<file path="config.mk">
export PLATFORM = sky130hd
export DESIGN_NAME = mem_ctrl_arb
export DESIGN_NICKNAME = d
export VERILOG_FILES = /design/src/rtl/mem_ctrl_pkg.sv /design/src/rtl/rr_arbiter.sv /design/src/rtl/mem_ctrl_arb.sv
export SDC_FILE = /design/constraint.sdc
export NUM_CORES = 1
export LEC_CHECK = 0
export CAP_MARGIN = 20
export CORE_MARGIN = 1
export CORE_UTILIZATION = 48
export CTS_CLUSTER_SIZE = 12
export DETAILED_ROUTE_END_ITERATION = 6
export PLACE_DENSITY = 0.81
export SYNTH_ARGS = -nofsm -noshare
export SYNTH_HDL_FRONTEND = slang
export SYNTH_HIERARCHICAL = 1
export SYNTH_SLANG_ARGS = --single-unit
</file>
<file path="constraint.sdc">
create_clock -name clk_in -period 2.78 [get_ports clk_in]
set_clock_uncertainty 0.15 [all_clocks]
set_input_delay 0.417 -clock clk_in [delete_from_list [all_inputs] [get_ports clk_in]]
set_output_delay 0.417 -clock clk_in [all_outputs]
set_load 0.02 [all_outputs]
</file>
<file path="src/rtl/mem_ctrl_pkg.sv">
`default_nettype none
// ============================================================================
// Module   : mem_ctrl_pkg
// Purpose  : Shared types and encodings for the byte-serial memory controller.
// Revision : 1.0 - initial release
// ============================================================================
package mem_ctrl_pkg;

  typedef enum logic [1:0] {
    IDLE = 2'd0,
    RUN  = 2'd1,
    TAIL = 2'd2
  } state_e;

  localparam logic [2:0] SZ_B = 3'd0;
  localparam logic [2:0] SZ_H = 3'd1;
  localparam logic [2:0] SZ_W = 3'd2;
  localparam logic [2:0] SZ_D = 3'd3;

  localparam logic [1:0] IO_ADDR_TAG = 2'b11;

endpackage
`default_nettype wire

</file>
<file path="src/rtl/rr_arbiter.sv">
`default_nettype none
// ============================================================================
// Module   : rr_arbiter
// Purpose  : Round-robin one-hot arbiter; the port after the last winner
//            gets top priority once adv_i confirms the grant was taken.
// Revision : 1.0 - initial release
// ============================================================================
module rr_arbiter #(
  parameter int NUM_PORTS = 2
) (
  input  logic                 clk_i,
  input  logic                 rst_i,
  input  logic                 adv_i,
  input  logic [NUM_PORTS-1:0] req_i,
  output logic [NUM_PORTS-1:0] gnt_o
);

  localparam int PW = (NUM_PORTS > 1) ? $clog2(NUM_PORTS) : 1;

  logic [PW-1:0] ptr_q, ptr_d;
  logic          found;

  always_comb begin
    gnt_o = '0;
    ptr_d = ptr_q;
    found = 1'b0;
    // First pass covers ports at or above the pointer, second pass wraps.
    for (int i = 0; i < NUM_PORTS; i++) begin
      if (!found && req_i[i] && (i >= int'(ptr_q))) begin
        gnt_o[i] = 1'b1;
        found    = 1'b1;
        ptr_d    = (i == NUM_PORTS - 1) ? '0 : PW'(i + 1);
      end
    end
    for (int i = 0; i < NUM_PORTS; i++) begin
      if (!found && req_i[i] && (i < int'(ptr_q))) begin
        gnt_o[i] = 1'b1;
        found    = 1'b1;
        ptr_d    = (i == NUM_PORTS - 1) ? '0 : PW'(i + 1);
      end
    end
  end

  always_ff @(posedge clk_i) begin
    if (rst_i) begin
      ptr_q <= '0;
    end else if (adv_i) begin
      ptr_q <= ptr_d;
    end
  end

endmodule
`default_nettype wire

</file>
<file path="src/rtl/mem_ctrl_arb.sv">
`default_nettype none
// ============================================================================
// Module   : mem_ctrl_arb
// Purpose  : N-port round-robin byte-serial memory controller with read
//            extension, IO stall and flush. Optional: MEM_CTRL_ARB_PERF_EN.
// Revision : 1.0 - initial release
// ============================================================================
module mem_ctrl_arb
  import mem_ctrl_pkg::*;
#(
  parameter int                   NUM_PORTS  = 2,
  parameter int                   MAX_BYTES  = 4,
  parameter logic [NUM_PORTS-1:0] FLUSH_MASK = 2'b11
) (
  input  logic                           clk_in,
  input  logic                           rst_in,
  input  logic                           rdy_in,
  input  logic                           rob_clear,
  input  logic [NUM_PORTS-1:0]           req_valid,
  input  logic [NUM_PORTS-1:0]           req_write,
  input  logic [NUM_PORTS-1:0]           req_signed,
  input  logic [3*NUM_PORTS-1:0]         req_size,
  input  logic [32*NUM_PORTS-1:0]        req_addr,
  input  logic [8*MAX_BYTES*NUM_PORTS-1:0] req_wdata,
  output logic [NUM_PORTS-1:0]           req_ready,
  output logic [NUM_PORTS-1:0]           resp_valid,
  output logic [8*MAX_BYTES-1:0]         resp_data,
  input  logic [7:0]                     mem_din,
  output logic [7:0]                     mem_dout,
  output logic [31:0]                    mem_a,
  output logic                           mem_wr,
  input  logic                           io_buffer_full
`ifdef MEM_CTRL_ARB_PERF_EN
  ,
  output logic [31:0]                    perf_busy_cycles,
  output logic [31:0]                    perf_io_stall_cycles
`endif
);

  localparam int DATA_W = 8 * MAX_BYTES;
  localparam int LOG2MB = $clog2(MAX_BYTES);
  localparam int KW     = (MAX_BYTES > 1) ? LOG2MB : 1;
  localparam int PW     = (NUM_PORTS > 1) ? $clog2(NUM_PORTS) : 1;

  state_e                state_q, state_d;
  logic [PW-1:0]         port_q, port_d;
  logic                  write_q, write_d, signed_q, signed_d, io_q, io_d;
  logic                  cap_q, cap_d;
  logic [2:0]            size_q, size_d;
  logic [KW-1:0]         k_q, k_d, cidx_q, cidx_d;
  logic [31:0]           mem_a_q, mem_a_d;
  logic [DATA_W-1:0]     wdata_q, wdata_d, rdata_q, rdata_d, resp_data_q, resp_data_d;
  logic [NUM_PORTS-1:0]  resp_valid_q, resp_valid_d;

  logic [NUM_PORTS-1:0]  elig, gnt, port_oh;
  logic                  sel_write, sel_signed, can_accept, accept, stall, flush_now, last;
  logic [2:0]            sel_size;
  logic [31:0]           sel_addr;
  logic [DATA_W-1:0]     sel_wdata;
  logic [PW-1:0]         sel_port;

  function automatic logic [DATA_W-1:0] extend(input logic [DATA_W-1:0] raw,
                                               input logic [2:0] sz, input logic sgn_en);
    logic [DATA_W-1:0] r;
    logic              sgn;
    int                nb;
    r   = raw;
    sgn = 1'b0;
    nb  = 1 << sz;
    for (int b = 0; b < MAX_BYTES; b++) if (b == nb - 1) sgn = raw[8*b+7];
    for (int b = 0; b < MAX_BYTES; b++) if (b >= nb) r[8*b +: 8] = {8{sgn & sgn_en}};
    return r;
  endfunction

  // Flushable reads are held off the arbiter while the pipeline is flushing.
  always_comb begin
    elig = '0;
    for (int i = 0; i < NUM_PORTS; i++) begin
      elig[i] = req_valid[i] && !(rob_clear && !req_write[i] && FLUSH_MASK[i]);
    end
  end

  rr_arbiter #(.NUM_PORTS(NUM_PORTS)) u_arb (
    .clk_i (clk_in),
    .rst_i (rst_in),
    .adv_i (accept),
    .req_i (elig),
    .gnt_o (gnt)
  );

  always_comb begin
    sel_write  = 1'b0;
    sel_signed = 1'b0;
    sel_size   = '0;
    sel_addr   = '0;
    sel_wdata  = '0;
    sel_port   = '0;
    port_oh    = '0;
    for (int i = 0; i < NUM_PORTS; i++) begin
      if (gnt[i]) begin
        sel_write  = req_write[i];
        sel_signed = req_signed[i];
        sel_size   = req_size[3*i +: 3];
        sel_addr   = req_addr[32*i +: 32];
        sel_wdata  = req_wdata[DATA_W*i +: DATA_W];
        sel_port   = PW'(i);
      end
      port_oh[i] = (port_q == PW'(i));
    end
  end

  assign can_accept = rdy_in && (state_q == IDLE) && !(|resp_valid_q);
  assign accept     = can_accept && (|gnt);
  assign stall      = (state_q == RUN) && io_q && io_buffer_full;
  assign flush_now  = rob_clear && !write_q && (|(FLUSH_MASK & port_oh));
  assign last       = (k_q == KW'((32'd1 << size_q) - 32'd1));

  always_comb begin
    state_d      = state_q;
    port_d       = port_q;
    write_d      = write_q;
    signed_d     = signed_q;
    io_d         = io_q;
    size_d       = size_q;
    k_d          = k_q;
    cidx_d       = cidx_q;
    cap_d        = 1'b0;
    mem_a_d      = mem_a_q;
    wdata_d      = wdata_q;
    rdata_d      = rdata_q;
    resp_valid_d = '0;
    resp_data_d  = resp_data_q;

    // A byte issued last cycle is on mem_din now.
    if (cap_q) begin
      for (int b = 0; b < MAX_BYTES; b++) begin
        if (KW'(b) == cidx_q) rdata_d[8*b +: 8] = mem_din;
      end
    end

    case (state_q)
      IDLE: begin
        if (accept) begin
          state_d  = RUN;
          port_d   = sel_port;
          write_d  = sel_write;
          signed_d = sel_signed;
          io_d     = (sel_addr[17:16] == IO_ADDR_TAG);
          size_d   = (sel_size > 3'(LOG2MB)) ? 3'(LOG2MB) : sel_size;
          k_d      = '0;
          mem_a_d  = sel_addr;
          wdata_d  = sel_wdata;
          rdata_d  = '0;
        end
      end
      RUN: begin
        if (flush_now) begin
          state_d = IDLE;
        end else if (!stall) begin
          cap_d   = !write_q;
          cidx_d  = k_q;
          k_d     = k_q + KW'(1);
          mem_a_d = mem_a_q + 32'd1;
          wdata_d = wdata_q >> 8;
          if (last) begin
            if (write_q) begin
              state_d      = IDLE;
              resp_valid_d = port_oh;
            end else begin
              state_d = TAIL;
            end
          end
        end
      end
      TAIL: begin
        state_d = IDLE;
        if (!flush_now) begin
          resp_valid_d = port_oh;
          resp_data_d  = extend(rdata_d, size_q, signed_q);
        end
      end
      default: state_d = IDLE;
    endcase
  end

  always_ff @(posedge clk_in) begin
    if (rst_in) begin
      state_q      <= IDLE;
      port_q       <= '0;
      write_q      <= 1'b0;
      signed_q     <= 1'b0;
      io_q         <= 1'b0;
      size_q       <= '0;
      k_q          <= '0;
      cidx_q       <= '0;
      cap_q        <= 1'b0;
      mem_a_q      <= '0;
      wdata_q      <= '0;
      rdata_q      <= '0;
      resp_valid_q <= '0;
      resp_data_q  <= '0;
    end else begin
      // The completion pulse must not repeat across a frozen cycle.
      resp_valid_q <= rdy_in ? resp_valid_d : '0;
      if (rdy_in) begin
        state_q     <= state_d;
        port_q      <= port_d;
        write_q     <= write_d;
        signed_q    <= signed_d;
        io_q        <= io_d;
        size_q      <= size_d;
        k_q         <= k_d;
        cidx_q      <= cidx_d;
        cap_q       <= cap_d;
        mem_a_q     <= mem_a_d;
        wdata_q     <= wdata_d;
        rdata_q     <= rdata_d;
        resp_data_q <= resp_data_d;
      end
    end
  end

  assign req_ready  = gnt & {NUM_PORTS{can_accept}};
  assign resp_valid = resp_valid_q;
  assign resp_data  = resp_data_q;
  assign mem_a      = mem_a_q;
  assign mem_dout   = wdata_q[7:0];
  assign mem_wr     = (state_q == RUN) && write_q && !stall && rdy_in;

`ifdef MEM_CTRL_ARB_PERF_EN
  logic [31:0] busy_q, io_stall_q;

  always_ff @(posedge clk_in) begin
    if (rst_in) begin
      busy_q     <= '0;
      io_stall_q <= '0;
    end else begin
      if (rdy_in && (state_q != IDLE)) busy_q <= busy_q + 32'd1;
      if (rdy_in && stall) io_stall_q <= io_stall_q + 32'd1;
    end
  end

  assign perf_busy_cycles     = busy_q;
  assign perf_io_stall_cycles = io_stall_q;
`endif

endmodule
`default_nettype wire

</file>
## After elaboration in Yosys (flattened, before gate mapping)

Cells that the tools add are included.

| operators by class | value |
|---|---|
| bitwise gates (word level) | 6 |
| multiplexer cells | 63 |
| eq/ne operators | 15 |
| add/subtract/negate cells | 4 |
| reduce and logical (&&, ||, !) cells | 40 |
| shift operators | 1 |
| magnitude comparators | 7 |

Operator list:

| operator | count |
|---|---|
| two-way mux 32 bit | 13 |
| one-hot mux 32 bit (2 select lines) | 2 |
| == test 3 x 32 -> 1 bit (first input constant) | 2 |
| >= comparator 3 x 32 -> 1 bit (first input constant) | 2 |
| two-way mux 8 bit | 8 |
| adder 32 x 1 -> 32 bit (second input constant) | 1 |
| == test 2 x 32 -> 1 bit (first input constant) | 1 |
| >= comparator 1 x 32 -> 1 bit (first input constant) | 1 |
| >= comparator 2 x 32 -> 1 bit (first input constant) | 1 |
| zero test 32 bit | 1 |
| left shift 1 x 3 -> 32 bit (first input constant) | 1 |
| subtractor 32 x 2 -> 32 bit (second input constant) | 1 |
| two-way mux 2 bit | 13 |
| two-way mux 1 bit | 21 |
| logical AND 1 bit | 17 |
| one-hot mux 2 bit (2 select lines) | 3 |
| zero test 1 bit | 9 |
| two-way mux 3 bit | 3 |
| AND reduction 4 bit | 2 |
| inequality test 2 bit (second input constant) | 3 |
| inequality test 3 bit (second input constant) | 2 |
| AND reduction 3 bit | 2 |
| OR reduction 2 bit | 3 |
| AND reduction 5 bit | 1 |
| 17 further kinds | 23 |

| word-level totals | value |
|---|---|
| input port bits | 153 |
| logic and storage cells | 151 |
| bits in registers | 145 |

## Depth between registers and ports, before layout

| depth | value |
|---|---|
| word-level depth | 17 |
| mapped depth | 11 |
| depth with buffers taken out | 8 |

## Cells and area by module

Netlist, hierarchy kept.

By module, submodules not included:

| module | seq. area each (sq um) | times used | area an instance (sq um) | cells an instance |
|---|---|---|---|---|
| mem_ctrl_arb | 2882.8 | 1 | 7611.0 | 938 |
| rr_arbiter | 20.0 | 1 | 65.1 | 7 |

## Least setup slack after synthesis

No wires, ideal clock.

| path | value |
|---|---|
| kind | input -> register |
| start point | input req_write[1] |
| end point | register mem_a_q[31], in the netlist mem_a[31] |
| library setup time | 0.133 ns |
| stages on the path | 10 |
| slack | 0.305 ns |
| data arrival time | 2.192 ns |
| cell sequence | inv_1 a21boi_0 a21boi_0 clkbuf_1 nor2_1 o41ai_2 a21boi_2 buf_4 mux2i_1 a31oi_1 |

| on the way | value |
|---|---|
| elaborated cells between the ends (all ways) | 19 |

RTL lines:

| element | RTL line | RTL |
|---|---|---|
| start: declaration | mem_ctrl_arb.sv:20 | `input logic [NUM_PORTS-1:0] req_write,` |
| zero test 1 bit * | mem_ctrl_arb.sv:79 | `elig[i] = req_valid[i] && !(rob_clear && !req_write[i] && FLUSH_MASK[i]);` |
| logical AND 1 bit * | mem_ctrl_arb.sv:79 |  |
| zero test 1 bit * | mem_ctrl_arb.sv:79 |  |
| logical AND 1 bit * | mem_ctrl_arb.sv:79 |  |
| net elig[1] | mem_ctrl_arb.sv:55 | `logic [NUM_PORTS-1:0] elig, gnt, port_oh;` |
| logical AND 1 bit * | rr_arbiter.sv:29 | `if (!found && req_i[i] && (i >= int'(ptr_q))) begin` |
| two-way mux 1 bit * | rr_arbiter.sv:29 |  |
| net gnt[1] | mem_ctrl_arb.sv:55 |  |
| OR reduction 2 bit | mem_ctrl_arb.sv:113 | `assign accept = can_accept && (\|gnt);` |
| logical AND 1 bit | mem_ctrl_arb.sv:113 |  |
| inequality test 2 bit (no line) | n/a |  |
| AND reduction 5 bit (no line) | n/a |  |
| end signal: assignment | mem_ctrl_arb.sv:215 | `mem_a_q <= mem_a_d;` |
| end: declaration | mem_ctrl_arb.sv:51 | `logic [31:0] mem_a_q, mem_a_d;` |

Mark *: on every way through the listed nets, which the timed path passes. The rest lies on a longest branch. The select of a mux whose other input is x is not followed.
A chain may end at the register's enable or synchronous reset.

## Final worst setup path

| path | value |
|---|---|
| start point | register state_q[1] |
| end point | output mem_wr |

| on the way | value |
|---|---|
| cells in the longest elaborated chain, start to end | 6 |
| elaborated cells between the ends (all ways) | 7 |

Ends and longest elaborated chain:

| element | RTL line | RTL |
|---|---|---|
| start: declaration | mem_ctrl_arb.sv:45 | `state_e state_q, state_d;` |
| start signal: assignment | mem_ctrl_arb.sv:206 | `state_q <= state_d;` |
| == test 2 x 1 -> 1 bit * | mem_ctrl_arb.sv:114, mem_ctrl_arb.sv:228 |  |
| logical AND 1 bit (2 in a row) | mem_ctrl_arb.sv:114 | `assign stall = (state_q == RUN) && io_q && io_buffer_full;` |
| zero test 1 bit | mem_ctrl_arb.sv:228 | `assign mem_wr = (state_q == RUN) && write_q && !stall && rdy_in;` |
| logical AND 1 bit * (2 in a row) | mem_ctrl_arb.sv:228 |  |
| end: declaration | mem_ctrl_arb.sv:31 | `output logic mem_wr,` |

Every way passes the cells marked *; elsewhere a longest branch is shown, timed or not.

==> results.toml <==
[run_status]
status = "finished clean"

[pwr]
p_int_w = 0.00419
power_leakage_nw = 3.88
combPwrFrac_pct = 19.6
peakVddDrop_uv = 474
sw_frac_of_total_pct = 27.7
p_sw_w = 0.00160
pwr-share-seq_pct = 38.9
finalPower_w = 0.00580
pwr-share-clk_pct = 41.5
power_density_nw_per_um2 = 532

[global_routing]
antenna_found_initial = 2
grt_pass1_wl_um = 40800
grt_pass1_vias = 7978
overflow = 0
grt_max_degree = 69
grt_usage_pct = 31.5

[floorplan]
start_util_pct = 49.8
row_count = 45
die_y_um = 128
core_um2 = 15400
die_x_um = 128
ios = 230
dieArea_um2 = 16500

[timing]
fin_crit_sh_pct = 94.3
setup_viol = 0
whs_ps = 288
slew_viol_final = 0
fmax_ghz = 0.381
hold_violations = 0
min_period_ps = 2620
max_slew.worst_pin.slew_ps = 846
rsz0062_at_grt = "false"
relSlewSlack_pct = 42.9
finalWorstSetupSlack_ps = 157

[hold_path]
hold_class = "flop to flop"
hp-start = "port_q$_SDFFE_PP0P_"

[synth]
synth_top_family_by_area = "compound AO/OA/AOI/OAI gates"
ys_types = 66
syn_nets = 1103
netlist.area_leader.share_pct = 37.8
ys_seq_area_share_pct = 37.8
muxShareOfSynthArea_pct = 6.28
synth-compound-area-share_pct = 28.2
synthFlopType = "dfxtp_1"
syn-instance-count = 945
synthTopCellsByArea = "dfxtp_1 38%, nor2_1 6.5%, mux2i_1 6.1%, a211oi_1 5.0%, a21oi_1 4.3%"
synth_edf_count = 0
synth-simple-area-share_pct = 20.7
synth_xor_area_share_pct = 0
synth_top_cell_by_area = "dfxtp_1"
netlist_area_um2 = 7680
ys_ff_latch = 145
ys_warn_count = 6
synthAdderAreaFrac_pct = 0.815
syn_avg_cell_area_um2 = 8.12
async_flop_share_pct = 0

[detailed_routing]
vias_per_cell = 5.99
via_count = 8229
drt_iter0_drc = 666
routedWlPerCell_um = 18.5
ant_nets = 0
drt_wl_total_um = 25400
first_pass_iters = 5
drc = 0

[clock_network]
cts_tree = "built"
clkTransAtPathRegs_ps = 60
cts_buffers = 17
post_cts_buffers = 0
clock_path_buffers = 2
cts.sinks = 145
cts_htree_levels = 4
clock_latency_ps = 430
cts_hold_buf = 0
cts_root_buf = "clkbuf_16"

[placement]
place_area_um2 = 10300
port_buffers = 229
dpl.hpwl_um = 17700
place_congestion = 0.933
placed_cells = 1339
post-place-ws_ps = -247

[layout]
area_growth_pct = 42.0
fin_nets = 1305
drive_gt1_share_pct = 8.45
stdcell_count = 1373
design_area_um2 = 10900

[worst_setup_path]
cp_max_fo = 7
crit_path_end_kind = "output pin"
critical_path_class = "flop to output pin"
worstPathArrival_ps = 2060
startpoint_type = "flop"
r2r-start = "mem_a[0]$_SDFFE_PP0P_"
crit_required_ps = 2210
crit_start = "state_q[1]$_SDFFE_PP0P_"

[run]
drv_cap = 0
==> power groups by stage <==
stage / Clock (W) / Sequential [W] / Combinational (W)
2_1_floorplan: 0 / 0.00232 / 0.000564
3_3_place_gp: 0 / 0.00229 / 0.00110
3_5_place_dp: 0 / 0.00230 / 0.00112
4_1_cts: 0.00241 / 0.00225 / 0.00113
5_1_grt: 0.00250 / 0.00227 / 0.00122
6_report: 0.00241 / 0.00226 / 0.00113
==> cells in the final DEF (no fill, tap or decap), types with 5 or more instances in the layout <==
master and count:
a221o_1 29, and3_1 6, dfxtp_1 145, a21oi_1 66, nor2_1 132, a22o_1 9, inv_1 17, o211ai_1 26
o21ai_0 33, nand3_1 30, a2bb2oi_1 5, nand4_1 9, nand2b_1 20, clkdlybuf4s50_1 225, and4_1 6, a221oi_1 11
buf_12 6, a22oi_1 19, nand3b_1 5, nand2_1 65, and2_1 5, a211oi_1 51, nor3_1 23, clkbuf_16 17
mux2i_1 47, buf_4 42, o21a_1 9, a31oi_1 12
==> cell type report <==
type / count / area [µm²]
repair buffers: 277 / 2720
multi-input cells: 688 / 4330
inverters: 18 / 67.6
well taps: 211 / 264
flip-flops and latches: 145 / 2900
clock buffers: 21 / 460
fillers: 1215 / 4520
clock inverters: 11 / 153
diodes: 2 / 5.00
==> worst max-delay path: stages (launching register included) <==
cell	delay (ps)
dfxtp_1	330
inv_1	90
ha_2	310
nand2_1	140
nor2_1	150
clkdlybuf4s50_1	620
==> registers in the layout (all words and copies together), names as in the netlist <==
| name | flops |
|---|---|
| cap_q | 1 |
| cidx_q | 2 |
| io_q | 1 |
| k_q | 2 |
| mem_a | 32 |
| port_q | 1 |
| rdata_q | 32 |
| resp_data | 32 |
| resp_valid | 2 |
| signed_q | 1 |
| size_q | 3 |
| state_q | 2 |
| u_arb/ptr_q | 1 |
| wdata_q | 32 |
| write_q | 1 |
==> what timing repair did <==
action	in CTS	in global routing
setup endpoints to repair	2	1
hold endpoints to repair	0	0
resized for setup	5	1
==> cell usage after synthesis, types with 5 or more instances <==
cell / number
dfxtp_1: 145
nor2_1: 132
a21oi_1: 66
nand2_1: 65
clkbuf_1: 61
a211oi_1: 51
mux2i_1: 47
o21ai_0: 33
nand3_1: 30
a221o_1: 29
o211ai_1: 26
nor3_1: 23
nand2b_1: 20
a22oi_1: 19
buf_2: 18
inv_1: 18
a31oi_1: 12
a221oi_1: 11
a22o_1: 10
buf_4: 9
nand4_1: 9
o21a_1: 9
and3_1: 6
and4_1: 6
a2bb2oi_1: 5
and2_1: 5
buf_1: 5
ha_1: 5
nand3b_1: 5
==> final timing paths <==
kind | depth (start not counted) | slack (ps) | endpoint
min | 1 | 290 | resp_valid[0]$_SDFF_PP0_
max | 5 | 160 | mem_wr
min reg2reg | 1 | 290 | resp_valid[0]$_SDFF_PP0_
max reg2reg | 6 | 340 | mem_a[28]$_SDFFE_PP0P_
==> routing by layer <==
layer,global-route usage (%),vias to the layer above,part of all wire (%)
met1,41.2,3926,44
li1,-,3900,-
met3,6.53,60,6.5
met2,51.0,343,46
met4,12.3,0,2.9
met5,0,-,0
==> kinds of logic after synthesis <==
kind of cell / after synthesis
flops: 145
mux: 48
compound gates: 305
fa+ha+maj: 5
buf+inv: 112
simple gates: 330
==> per-stage QoR <==
step,TNS (ps),utilization [%]
2_1_floorplan,0,-
3_3_place_gp,-8680,66.6
3_5_place_dp,-11750,66.6
4_1_cts,0,70.6
5_1_grt,0,70.7
6_report,0,70.7
(Power assumes the default switching activity.)
